[config.mk]
export PLATFORM = sky130hd
export DESIGN_NAME = ws2812_rx
export DESIGN_NICKNAME = d
export VERILOG_FILES = /design/src/rtl/ws2812_rx.sv
export SDC_FILE = /design/constraint.sdc
export NUM_CORES = 1
export LEC_CHECK = 0
export BUFFER_PORTS_ARGS = -buffer_cell sky130_fd_sc_hd__buf_4
export CAP_MARGIN = 10
export CORE_ASPECT_RATIO = 1.4
export CORE_MARGIN = 1.5
export CORE_UTILIZATION = 45
export DETAILED_ROUTE_END_ITERATION = 10
export GPL_ROUTABILITY_DRIVEN = 0
export PLACE_DENSITY = 0.7
export SLEW_MARGIN = 20
export SYNTH_ARGS = -nofsm -noshare
export SYNTH_HDL_FRONTEND = slang
export SYNTH_SLANG_ARGS = --single-unit
[constraint.sdc]
create_clock -name clk_i -period 3.05 [get_ports clk_i]
set_input_delay 0.61 -clock clk_i [delete_from_list [all_inputs] [get_ports clk_i]]
set_output_delay 0.61 -clock clk_i [all_outputs]
set_load 0.01 [all_outputs]
[src/rtl/ws2812_rx.sv]
// WS2812 serial-line receiver: decodes pixels and frames from the single-wire stream.
// Optional macro WS2812_RX_FORWARD_EN regenerates the line on do_o once NUM_LEDS pixels are captured.
module ws2812_rx #(
    parameter int NUM_LEDS     = 8,
    parameter int SYSTEM_CLOCK = 50000000
) (
    input  logic                       clk_i,
    input  logic                       reset_i,
    input  logic                       di_i,
    output logic [23:0]                pixel_o,
    output logic                       valid_o,
    input  logic                       ready_i,
    output logic                       frame_o,
    output logic [$clog2(NUM_LEDS):0]  led_count_o,
    output logic                       error_o,
    output logic                       overrun_o,
    output logic                       busy_o,
    output logic                       do_o
);

    localparam int T_BIT1 = SYSTEM_CLOCK * 3 / 5000000;
    localparam int T_LONG = SYSTEM_CLOCK / 500000;
    localparam int T_GAP  = SYSTEM_CLOCK / 20000;
    localparam int CW     = $clog2(T_GAP + 1);
    localparam int LCW    = $clog2(NUM_LEDS) + 1;

    localparam logic [CW-1:0]  BIT1_C  = CW'(T_BIT1);
    localparam logic [CW-1:0]  LONG_M1 = CW'(T_LONG - 1);
    localparam logic [CW-1:0]  GAP_M1  = CW'(T_GAP - 1);
    localparam logic [LCW-1:0] LED_MAX = LCW'(NUM_LEDS);

    typedef enum logic [2:0] {SYNC, IDLE, HIGH, LOW, ERR} state_t;

    state_t          state, state_n;
    logic [1:0]      sync_q;
    logic            line;
    logic [CW-1:0]   cnt, cnt_n;
    logic            bit_strobe, bit_val, gap, long_err;
    logic [4:0]      bit_cnt;
    logic [23:0]     shreg;
    logic [23:0]     new_pixel;
    logic [LCW-1:0]  pix_idx;
    logic            present;

    assign line      = sync_q[1];
    assign new_pixel = {shreg[22:0], bit_val};
    assign present   = bit_strobe && (bit_cnt == 5'd23) && (pix_idx < LED_MAX);

    always_ff @(posedge clk_i or posedge reset_i) begin
        if (reset_i) begin
            sync_q <= '0;
            state  <= SYNC;
            cnt    <= '0;
        end else begin
            sync_q <= {sync_q[0], di_i};
            state  <= state_n;
            cnt    <= cnt_n;
        end
    end

    // cnt holds the cycles already spent at the current level, so edge cycles load 1
    always_comb begin
        state_n    = state;
        cnt_n      = cnt;
        bit_strobe = 1'b0;
        bit_val    = 1'b0;
        gap        = 1'b0;
        long_err   = 1'b0;
        case (state)
            SYNC, ERR: begin
                if (line) begin
                    cnt_n = '0;
                end else if (cnt >= GAP_M1) begin
                    state_n = IDLE;
                    cnt_n   = '0;
                end else begin
                    cnt_n = cnt + 1'b1;
                end
            end
            IDLE: begin
                if (line) begin
                    state_n = HIGH;
                    cnt_n   = CW'(1);
                end
            end
            HIGH: begin
                if (line) begin
                    if (cnt >= LONG_M1) begin
                        state_n  = ERR;
                        cnt_n    = '0;
                        long_err = 1'b1;
                    end else begin
                        cnt_n = cnt + 1'b1;
                    end
                end else begin
                    bit_strobe = 1'b1;
                    bit_val    = (cnt >= BIT1_C);
                    state_n    = LOW;
                    cnt_n      = CW'(1);
                end
            end
            LOW: begin
                if (line) begin
                    state_n = HIGH;
                    cnt_n   = CW'(1);
                end else if (cnt >= GAP_M1) begin
                    gap     = 1'b1;
                    state_n = IDLE;
                    cnt_n   = '0;
                end else begin
                    cnt_n = cnt + 1'b1;
                end
            end
            default: begin
                state_n = SYNC;
                cnt_n   = '0;
            end
        endcase
    end

    always_ff @(posedge clk_i or posedge reset_i) begin
        if (reset_i) begin
            bit_cnt     <= '0;
            shreg       <= '0;
            pix_idx     <= '0;
            pixel_o     <= '0;
            valid_o     <= 1'b0;
            overrun_o   <= 1'b0;
            frame_o     <= 1'b0;
            error_o     <= 1'b0;
            busy_o      <= 1'b0;
            led_count_o <= '0;
        end else begin
            frame_o <= 1'b0;
            error_o <= 1'b0;
            if (state == IDLE && line) begin
                busy_o <= 1'b1;
            end
            if (bit_strobe) begin
                shreg   <= new_pixel;
                bit_cnt <= (bit_cnt == 5'd23) ? 5'd0 : bit_cnt + 5'd1;
            end
            // a consume in the completion cycle frees the slot, so the new pixel loads
            if (present) begin
                pix_idx <= pix_idx + 1'b1;
                if (!valid_o || ready_i) begin
                    pixel_o <= new_pixel;
                    valid_o <= 1'b1;
                end else begin
                    overrun_o <= 1'b1;
                end
            end else if (valid_o && ready_i) begin
                valid_o <= 1'b0;
            end
            // a stuck-high line aborts the frame; resync happens in ERR
            if (long_err) begin
                error_o <= 1'b1;
                bit_cnt <= '0;
                pix_idx <= '0;
                busy_o  <= 1'b0;
            end
            if (gap) begin
                frame_o     <= 1'b1;
                led_count_o <= pix_idx;
                busy_o      <= 1'b0;
                pix_idx     <= '0;
                bit_cnt     <= '0;
                if (bit_cnt != 5'd0) begin
                    error_o <= 1'b1;
                end
            end
        end
    end

`ifdef WS2812_RX_FORWARD_EN
    logic fwd_on;
    logic fwd_start;
    logic do_q;

    assign fwd_start = (state == LOW) && line && (pix_idx == LED_MAX);

    always_ff @(posedge clk_i or posedge reset_i) begin
        if (reset_i) begin
            fwd_on <= 1'b0;
            do_q   <= 1'b0;
        end else begin
            if (gap || long_err) begin
                fwd_on <= 1'b0;
            end else if (fwd_start) begin
                fwd_on <= 1'b1;
            end
            do_q <= (fwd_on || fwd_start) && line;
        end
    end

    assign do_o = do_q;
`else
    assign do_o = 1'b0;
`endif

endmodule

# Yosys cells after proc, flatten, opt, wreduce, memory -nomap -nowiden

Index checks and enable logic that the tools add are counted.

Input bits: 4
Bits in registers: 82
Output and inout bits: 34

Reductions and logical operators: 17
Muxes and demuxes: 41
Add/subtract/negate cells: 3
$lt $le $gt $ge: 4
Bitwise gates (word level): 1
Equal/unequal tests: 9

Operators by type and width:

| cell                  | count |
|---|---|
| $mux 12               | 6 |
| $pmux 12 s4           | 1 |
| $mux 1                | 20 |
| $mux 5                | 4 |
| $mux 3                | 6 |
| $add 12x1->12 const B | 1 |
| $ge 12x12->1 const B  | 1 |
| $ge 12x5->1 const B   | 1 |
| $ge 12x7->1 const B   | 1 |
| $mux 4                | 3 |
| $pmux 3 s4            | 1 |
| $reduce_bool 3->1     | 3 |
| $eq 3x2->1 const B    | 2 |
| $reduce_and 2->1      | 3 |
| $add 5x1->5 const B   | 1 |
| $eq 5x5->1 const B    | 1 |
| $reduce_bool 5->1     | 1 |
| $add 4x1->4 const B   | 1 |
| $logic_and 1x1->1     | 4 |
| $lt 4x4->1 const B    | 1 |
| $ne 2x2->1 const B    | 2 |
| $eq 3x1->1 const B    | 1 |
| $eq 3x3->1 const B    | 1 |
| $logic_not 3->1       | 1 |
| 8 further kinds       | 8 |

# Longest topological paths before layout

Gate-level depths: netlist of the first run.

Word-level depth: 7
Gate-level depth with buffers: 9

# Worst setup path after synthesis of the first run

OpenSTA, ideal clock, no wires.

Path type: register -> register
From: reg state[0]
To: reg pixel_o[10]
Required time: 2.925 ns
Path slack: 0.860 ns
Setup time: 0.125 ns
Buffers on the path: 4
Stages on the path, launching flop included: 9
Arrival time: 2.065 ns
Cells stage by stage: dfrtp_1 -> buf_6 -> or4b_1 -> buf_2 -> nor3_4 -> nand2b_2 -> buf_6 -> buf_12 -> mux2_4

Word-level cells in the longest chain between the ends: 5

Ends and longest elaborated chain:

| what                              | line | source |
|---|---|---|
| start, declared                   | 34   | `state_t state, state_n;` |
| start signal, assigned            | 56   | `state <= state_n;` |
| $eq 3x2->1                        | 69   | `case (state)` |
| $mux 1                            | 69   |  |
| $logic_and 1x1->1 (2 in a row)    | 47   | `assign present = bit_strobe && (bit_cnt == 5'd23) && (pix_idx < LED_MAX);` |
| $reduce_and 2->1 (no source line) | -    |  |
| end signal, assigned              | 147  | `pixel_o <= new_pixel;` |
| end, declared                     | 10   | `output logic [23:0] pixel_o,` |

Every way passes these cells.
A chain may end at the register's enable or synchronous reset.

# Final worst setup path of the first run

From: reg cnt[0]
To: reg bit_cnt[1]

Word-level cells in the longest chain between the ends: 6
Elaborated cells on any way between the ends: 11
Those cells by class: order compare (2); mux (8); reduce/logical (1)

Ends and longest elaborated chain:

| what                   | line | source |
|---|---|---|
| start, declared        | 37   | `logic [CW-1:0] cnt, cnt_n;` |
| start signal, assigned | 57   | `cnt <= cnt_n;` |
| $ge 12x7->1            | 88   | `if (cnt >= LONG_M1) begin` |
| $mux 1                 | 88   |  |
| $mux 1                 | 87   | `if (line) begin` |
| $mux 1                 | 69   |  |
| $mux 5                 | 156  | `if (long_err) begin` |
| $mux 5                 | 162  | `if (gap) begin` |
| end signal, assigned   | 141  | `bit_cnt <= (bit_cnt == 5'd23) ? 5'd0 : bit_cnt + 5'd1;` |
| end, declared          | 39   | `logic [4:0] bit_cnt;` |

Several ways; a longest one is shown, not always the timed one.

==> out/metrics.csv, run 1 <==
metric;value;unit
antenna_cells;0;
ys_ff_latch;82;
htreeDepth;3;
min_period_over_period;80.6;%
synth_fp_nets;340;
drv_cap;0;
critPathMaxFanout;10;
avgSynthCellArea;11.1;sq um
clkSinkCount;82;
r2r_cells;6;
maxSlewHeadroom;47.6;%
crit_path_end_kind;flip-flop;
num_vias;2467;
yosys_warnings;0;
die_y;110;um
crit_arrival;2680;ps
min_period;2460;ps
start_util;46.8;%
cp_data_required_time;3280;ps
power.density;484;mW/mm^2
die_w;79.3;um
synth_ff_type;dfrtp_1;
hp-class;in -> async;
cts_buffers;9;
tightest_slew;786;ps
cts_max_path_buffers;2;
critPathLaunchType;flip-flop;
instances_no_fill;476;
drc;0;
clk_latency;350;ps
antenna_found_initial;0;
drt_iter0_drc;158;
drt-vias-per-instance;5.18;
reg2reg_to;bit_cnt[1];
async_flop_share;100;%
cts_resized;0;
clk_pin_slew;90;ps
cts-root-buf;clkbuf_8;
area_delta_synth_final;15.7;%
grt_pass1_wl;11600;um
portBuffers;36;
dp_hpwl;4750;um
drv_slew;0;
final_util;54.1;%
row_count;38;
track_usage;17.2;%
nFillCells;709;
final_layout_size_suffix_gt1_share;25.8;%
overflow;0;
detail_route.wl_per_cell;14.2;um
fmax;407;MHz
synth_edf_count;0;
drtPass1Iterations;4;
drtAntennaViolNets;0;
irDropWorstVdd;0.000307;V
setup-tns-final;0;ps
finalWirelength;6770;um
skew;8.48;ps
hold_viol_final;0;
setup_violations;0;
cts_tree;done;
holdBufCountCts;0;
synth_area;0.00367;sq mm
synth_cell_types;55;
dieArea;0.00871;sq mm
criticalPathCategory;reg -> reg;
yosysSeqAreaShare;55.9;%
synthCells;331;
post_cts.repair.setup_buffers;0;
cellLeakagePower;2.23;nW
rrSetupSlack;590;ps
status;completed;
rr_startpoint;cnt[0];
grt_pass1_vias;2440;
core;0.00785;sq mm
placed_cells;460;
rsz0062_at_grt;no;
grt_max_degree;40;
io_pins;38;
layout.nets;380;
[layer usage]
metal  share of wire (%)  track usage [%]  up-vias
li1                    -                -     1204
met1                  44             20.6     1208
met2                  51             29.5       46
met3                 3.1             4.15        9
met4                 1.8             7.27        0
met5                   0                0        -
[worst max-delay path by stage]
stage / from / endpoint
2_1_floorplan: reset_i / bit_cnt[0]
3_3_place_gp: cnt[0] / busy_o
3_5_place_dp: cnt[0] / bit_cnt[1]
4_1_cts: cnt[0] / bit_cnt[1]
5_1_grt: cnt[1] / bit_cnt[1]
6_report: cnt[0] / bit_cnt[1]
[state kept, by name, summed over array words and instances, names as in the netlist, 2 cells and up]
register,cells
bit_cnt,5
led_count_o,4
sync_q,2
cnt,12
pix_idx,4
state,3
pixel_o,24
shreg,23
[report_power, final]
part	switching [mW]	internal (mW)	total, mW
registers	0.0167	1.10	1.11
clock network	0.412	0.466	0.878
logic	0.0423	0.0224	0.0647
total	0.471	1.59	2.06
[metrics by stage]
step | hold slack (ps) | power [mW] | setup WS [ps] | cell area, sq um
global route | 350 | 2.14 | 364 | 4250
detailed placement | 341 | 1.20 | 610 | 4020
CTS | 351 | 2.07 | 600 | 4250
global placement | 341 | 1.20 | 667 | 4020
finish | 328 | 2.06 | 591 | 4250
floorplan | 331 | 1.18 | 332 | 3670
[cell type report]
type	count	area [sq um]	area share, %
flip-flops and latches	82	2050	48.3
multi-input cells	224	1480	34.8
repair buffers	43	323	7.60
well taps	100	125	2.95
clock buffers	9	124	2.92
clock inverters	7	100	2.36
inverters	11	42.5	1.00
[synthesized netlist by cell type, drive strengths merged (2+ instances only)]
cell type / number / share of area, %
a31oi: 5 / 0.85
buf: 10 / 2.5
nor2: 14 / 1.4
xnor2: 2 / 0.48
nor2b: 4 / 0.68
nand2: 81 / 8.3
mux2i: 3 / 0.82
and2: 3 / 0.51
o22ai: 2 / 0.34
a21o: 2 / 0.41
xor2: 4 / 0.95
clkbuf: 4 / 0.41
o21ai: 11 / 1.5
nor3: 3 / 0.72
or4b: 2 / 0.55
a22o: 2 / 0.48
nand4: 2 / 0.34
and3: 3 / 0.51
nand3: 8 / 1.1
dfrtp: 82 / 56
ha: 5 / 1.7
mux2: 27 / 10
or2: 4 / 0.68
a21oi: 13 / 1.8
inv: 11 / 1.1
nor4: 4 / 1.0
nand2b: 4 / 0.75
[cell families after synthesis]
kind of cell	count (synthesis)	synth area share, %
other	1	0.102
flip-flops	82	55.9
AO/OA/AOI/OAI	48	8.80
buffers and inverters	25	3.99
XOR/XNOR	6	1.43
AND/OR/NAND/NOR	134	17.1
adder cells (fa/ha/maj)	5	1.71
multiplexers	30	10.9
[cells in the final DEF, fill, tap and decap left out, types with 8 or more instances in the layout]
master    Yosys  final
dfrtp_1      82     82
nand2_1      81     81
buf_4         1     43
mux2_4       18     18
nor2_1       14     14
a21oi_1      13     13
inv_1        11     10
o21ai_0      10     10
mux2_2        9      9
clkbuf_8      0      9
nand3_1       8      8
[critical path, cell delays in order (launching register included)]
cell and delay [ps]:
dfrtp_1 450, ha_1 260, nor4_2 70, a221oi_1 630
o2111a_1 500, a21o_1 340, a21oi_1 90
Note: power is estimated with default switching activity, not from simulation.
==> inputs of run 2 (changes only) <==
clock period = 2.3 ns   (was 3.05 ns; I/O delays follow)
==> run 2 against run 1 <==
Net effect: worst hold slack worse by 180 ps; flip-flop and latch count stayed put; non-clock buffer count rose by 12; design area grew 1.7%; combinational power is 62% higher; register-to-register slack worse by 410 ps; routed wire length up 1.4%; core utilization increased by 0.94 points; global-route usage rose by 0.57 points; die area did not move; sequential power rose by 33%; via count grew 1.1%; critical endpoint is now cnt[9]; largest cell class unchanged.
==> out/metrics.csv, run 2 (synthesis gave the netlist of run 1 again) <==
metric;value;unit
drt_iter0_drc;187;
drtPass1Iterations;4;
die_y;110;um
cp_data_required_time;2600;ps
crit_arrival;2410;ps
holdBufCountCts;0;
drc;0;
antenna_cells;0;
instances_no_fill;488;
status;completed;
cts_max_path_buffers;2;
die_w;79.3;um
cts_buffers;9;
final_cell_mix;dfrtp_1, nand2_1, buf_4;
regMostFlops;pixel_o;
io_pins;38;
antenna_found_initial;0;
portBuffers;36;
row_count;38;
largestRegisters;pixel_o x24, shreg x23, cnt x12;
finalWirelength;6870;um
track_usage;17.8;%
post_cts.repair.setup_buffers;0;
largest_reg_flops;24;
finalPower;2.56;mW
hp-class;in -> async;
critPathMaxFanout;6;
irDropWorstVdd;0.000337;V
grt_pass1_vias;2471;
dieArea;0.00871;sq mm
clk_pin_slew;90;ps
cellLeakagePower;2.27;nW
cts-root-buf;clkbuf_8;
final_common_cell;dfrtp_1;
layout.nets;392;
tightest_slew;566;ps
grt_pass1_wl;11700;um
overflow;0;
grt_max_degree;30;
placed_cells;472;
min_period;2120;ps
drt-vias-per-instance;5.11;
htreeDepth;3;
drtAntennaViolNets;0;
whs;146;ps
fmax;472;MHz
start_util;46.8;%
power.density;593;mW/mm^2
final_layout_size_suffix_gt1_share;28.9;%
drv_slew;0;
crit_path_end_kind;flip-flop;
detail_route.wl_per_cell;14.1;um
critPathLaunchType;flip-flop;
setup-tns-final;0;ps
area_delta_synth_final;17.7;%
core;0.00785;sq mm
maxSlewHeadroom;62.2;%
clk_latency;370;ps
clkSinkCount;82;
hold_viol_final;0;
num_vias;2493;
min_period_over_period;92.1;%
rsz0062_at_grt;no;
criticalPathCategory;reg -> reg;
cts_tree;done;
dp_hpwl;4810;um
skew;12.0;ps
drv_cap;0;
setup_violations;0;
==> run 2: repair_timing <==
action	CTS	global route
setup endpoints to repair	0	20
endpoints found under the hold margin	0	0
gates resized for setup	0	4
==> run 2: routing by layer <==
layer	GRT usage (%)	share of wire, %	vias to the layer above
met5	0	0	-
met4	7.89	1.7	0
met3	5.56	3.1	8
met2	28.9	51	32
met1	21.8	45	1220
li1	-	-	1233
==> run 2: area by class of cell <==
cell class	instances	area (sq um)
inverters	11	45.0
repair buffers	55	413
fillers	716	3530
multi-input cells	224	1500
clock buffers	9	124
flip-flops and latches	82	2050
well taps	100	125
clock inverters	7	58.8
==> run 2: path summary, 6_finish.rpt <==
path | from | endpoint | cells past startpoint | slack [ps]
max in group asynchronous | reset_i | shreg[19] | 3 | 1430
hold reg to reg | sync_q[0] | sync_q[1] | 0 | 360
hold / removal | reset_i | cnt[0] | 2 | 150
setup reg to reg | cnt[1] | cnt[9] | 7 | 180
setup / recovery | cnt[1] | cnt[9] | 7 | 180
min in group clk_i | di_i | sync_q[0] | 1 | 200
==> run 2: report_power, final <==
part / switching [mW] / internal [mW] / leakage (nW)
logic: 0.0625 / 0.0424 / 1.04
registers: 0.0240 / 1.45 / 1.14
clock network: 0.567 / 0.410 / 0.0925
total: 0.654 / 1.91 / 2.27
==> run 2: critical path: stages (launching register included) <==
cell       delay [ps]
dfrtp_1           440
ha_1              260
nor4_4            220
a221oi_2          140
o41a_1            490
buf_4             190
o21ai_0           170
o2bb2ai_1         130
==> run 2: through the flow <==
stage	setup WS (ps)	utilization [%]	area [sq um]
finish	183	55.1	4320
global placement	138	52.4	4110
floorplan	110	-	3670
global route	27.2	55.1	4320
CTS	40.0	54.8	4300
detailed placement	67.7	52.4	4110
==> inputs of run 3 (changes only) <==
PLACE_DENSITY = 0.73   (was 0.7)
==> run 3 against run 2 <==
Net effect: cell count shrank 0.41%; worst setup slack lost 75 ps; worst hold slack gained 52 ps; die area is the same; critical path type unchanged; largest cell class unchanged; largest power group unchanged.
==> out/metrics.csv, run 3 (synthesis gave the netlist of run 1 again) <==
metric;value;unit
status;completed;
maxSlewHeadroom;62.4;%
criticalPathCategory;reg -> reg;
holdBufCountCts;0;
cts_tree;done;
detail_route.wl_per_cell;13.3;um
min_period_over_period;95.3;%
switching_share;22.0;%
power.density;632;mW/mm^2
critPathLaunchType;flip-flop;
skew;8.10;ps
cp_data_required_time;2570;ps
grt_pass1_wl;11200;um
regMostFlops;pixel_o;
min_period;2190;ps
area_delta_synth_final;18.5;%
cts-root-buf;clkbuf_8;
cellLeakagePower;2.30;nW
finalPower;2.75;mW
dieArea;0.00871;sq mm
drtAntennaViolNets;0;
core;0.00785;sq mm
setup-tns-final;0;ps
cts_resized;0;
seqPwrFrac;53.7;%
tightest_slew;559;ps
critPathMaxFanout;7;
rsz0062_at_grt;no;
grt_max_degree;83;
antenna_cells;0;
clk_latency;360;ps
portBuffers;36;
crit_arrival;2460;ps
drc;0;
fmax;456;MHz
htreeDepth;3;
drv_cap;0;
start_util;46.8;%
whs;197;ps
antenna_found_initial;0;
die_w;79.3;um
cts_max_path_buffers;2;
hold_viol_final;0;
cts_buffers;9;
p_comb_share;3.7;%
drt-vias-per-instance;5.17;
final_util;55.4;%
setup_violations;0;
crit_path_end_kind;flip-flop;
final_common_cell;dfrtp_1;
track_usage;16.8;%
largestRegisters;pixel_o x24, shreg x23, cnt x12;
power.switching;605;uW
finalWirelength;6460;um
clkSinkCount;82;
clkPwrFrac;42.6;%
intPower;2.14;mW
design_area;0.00435;sq mm
layout.nets;390;
placed_area;0.00411;sq mm
final_cell_mix;dfrtp_1, nand2_1, buf_4;
drtPass1Iterations;4;
hp-class;in -> async;
grt_pass1_vias;2432;
overflow;0;
dp_hpwl;4430;um
largest_reg_flops;24;
die_y;110;um
num_vias;2513;
clk_pin_slew;80;ps
irDropWorstVdd;0.000358;V
drt_iter0_drc;135;
final_layout_size_suffix_gt1_share;27.5;%
post_cts.repair.setup_buffers;0;
rrSetupSlack;110;ps
row_count;38;
drv_slew;0;
io_pins;38;
==> run 3: per-stage QoR <==
stage          instances  worst slack [ps]
2_1_floorplan        331               110
3_3_place_gp         470               166
3_5_place_dp         470               116
4_1_cts              486              95.8
5_1_grt              486              4.57
6_report             486               108
==> run 3: routing by layer <==
| metal | up-vias | part of all wire (%) | GRT usage (%) |
|---|---|---|---|
| met5 | - | 0 | 0 |
| met4 | 0 | 2.0 | 8.52 |
| met3 | 11 | 3.5 | 4.73 |
| met2 | 48 | 50 | 26.6 |
| met1 | 1229 | 45 | 20.9 |
| li1 | 1225 | - | - |
==> run 3: power groups by stage <==
stage / Combinational (mW) / Sequential [mW] / Clock (mW)
detailed placement: 0.100 / 1.50 / 0
floorplan: 0.0667 / 1.50 / 0
global route: 0.119 / 1.48 / 1.26
finish: 0.103 / 1.48 / 1.17
CTS: 0.100 / 1.47 / 1.20
global placement: 0.0982 / 1.50 / 0
==> run 3: final timing paths <==
kind                       startpoint          to  cells past startpoint
max in group asynchronous     reset_i    shreg[5]                      3
setup reg to reg             state[2]      cnt[6]                      5
hold reg to reg             sync_q[0]   sync_q[1]                      0
setup / recovery             state[2]      cnt[6]                      5
hold / removal                reset_i  pixel_o[0]                      3
min in group clk_i               di_i   sync_q[0]                      1
==> run 3: layout make-up <==
class,instances,area (sq um)
Tap cell,100,125
Clock buffer,11,141
Sequential cell,82,2050
Fill cell,688,3500
Multi-Input combinational cell,224,1490
Clock inverter,5,85.1
Inverter,11,45.0
Timing Repair Buffer,53,410
==> run 3: worst max-delay path, stage by stage (launching register included) <==
cell and delay (ps):
dfrtp_1 470, nor4bb_1 550, o2111ai_1 310, o41a_1 280
or2_2 330, a31oi_1 170
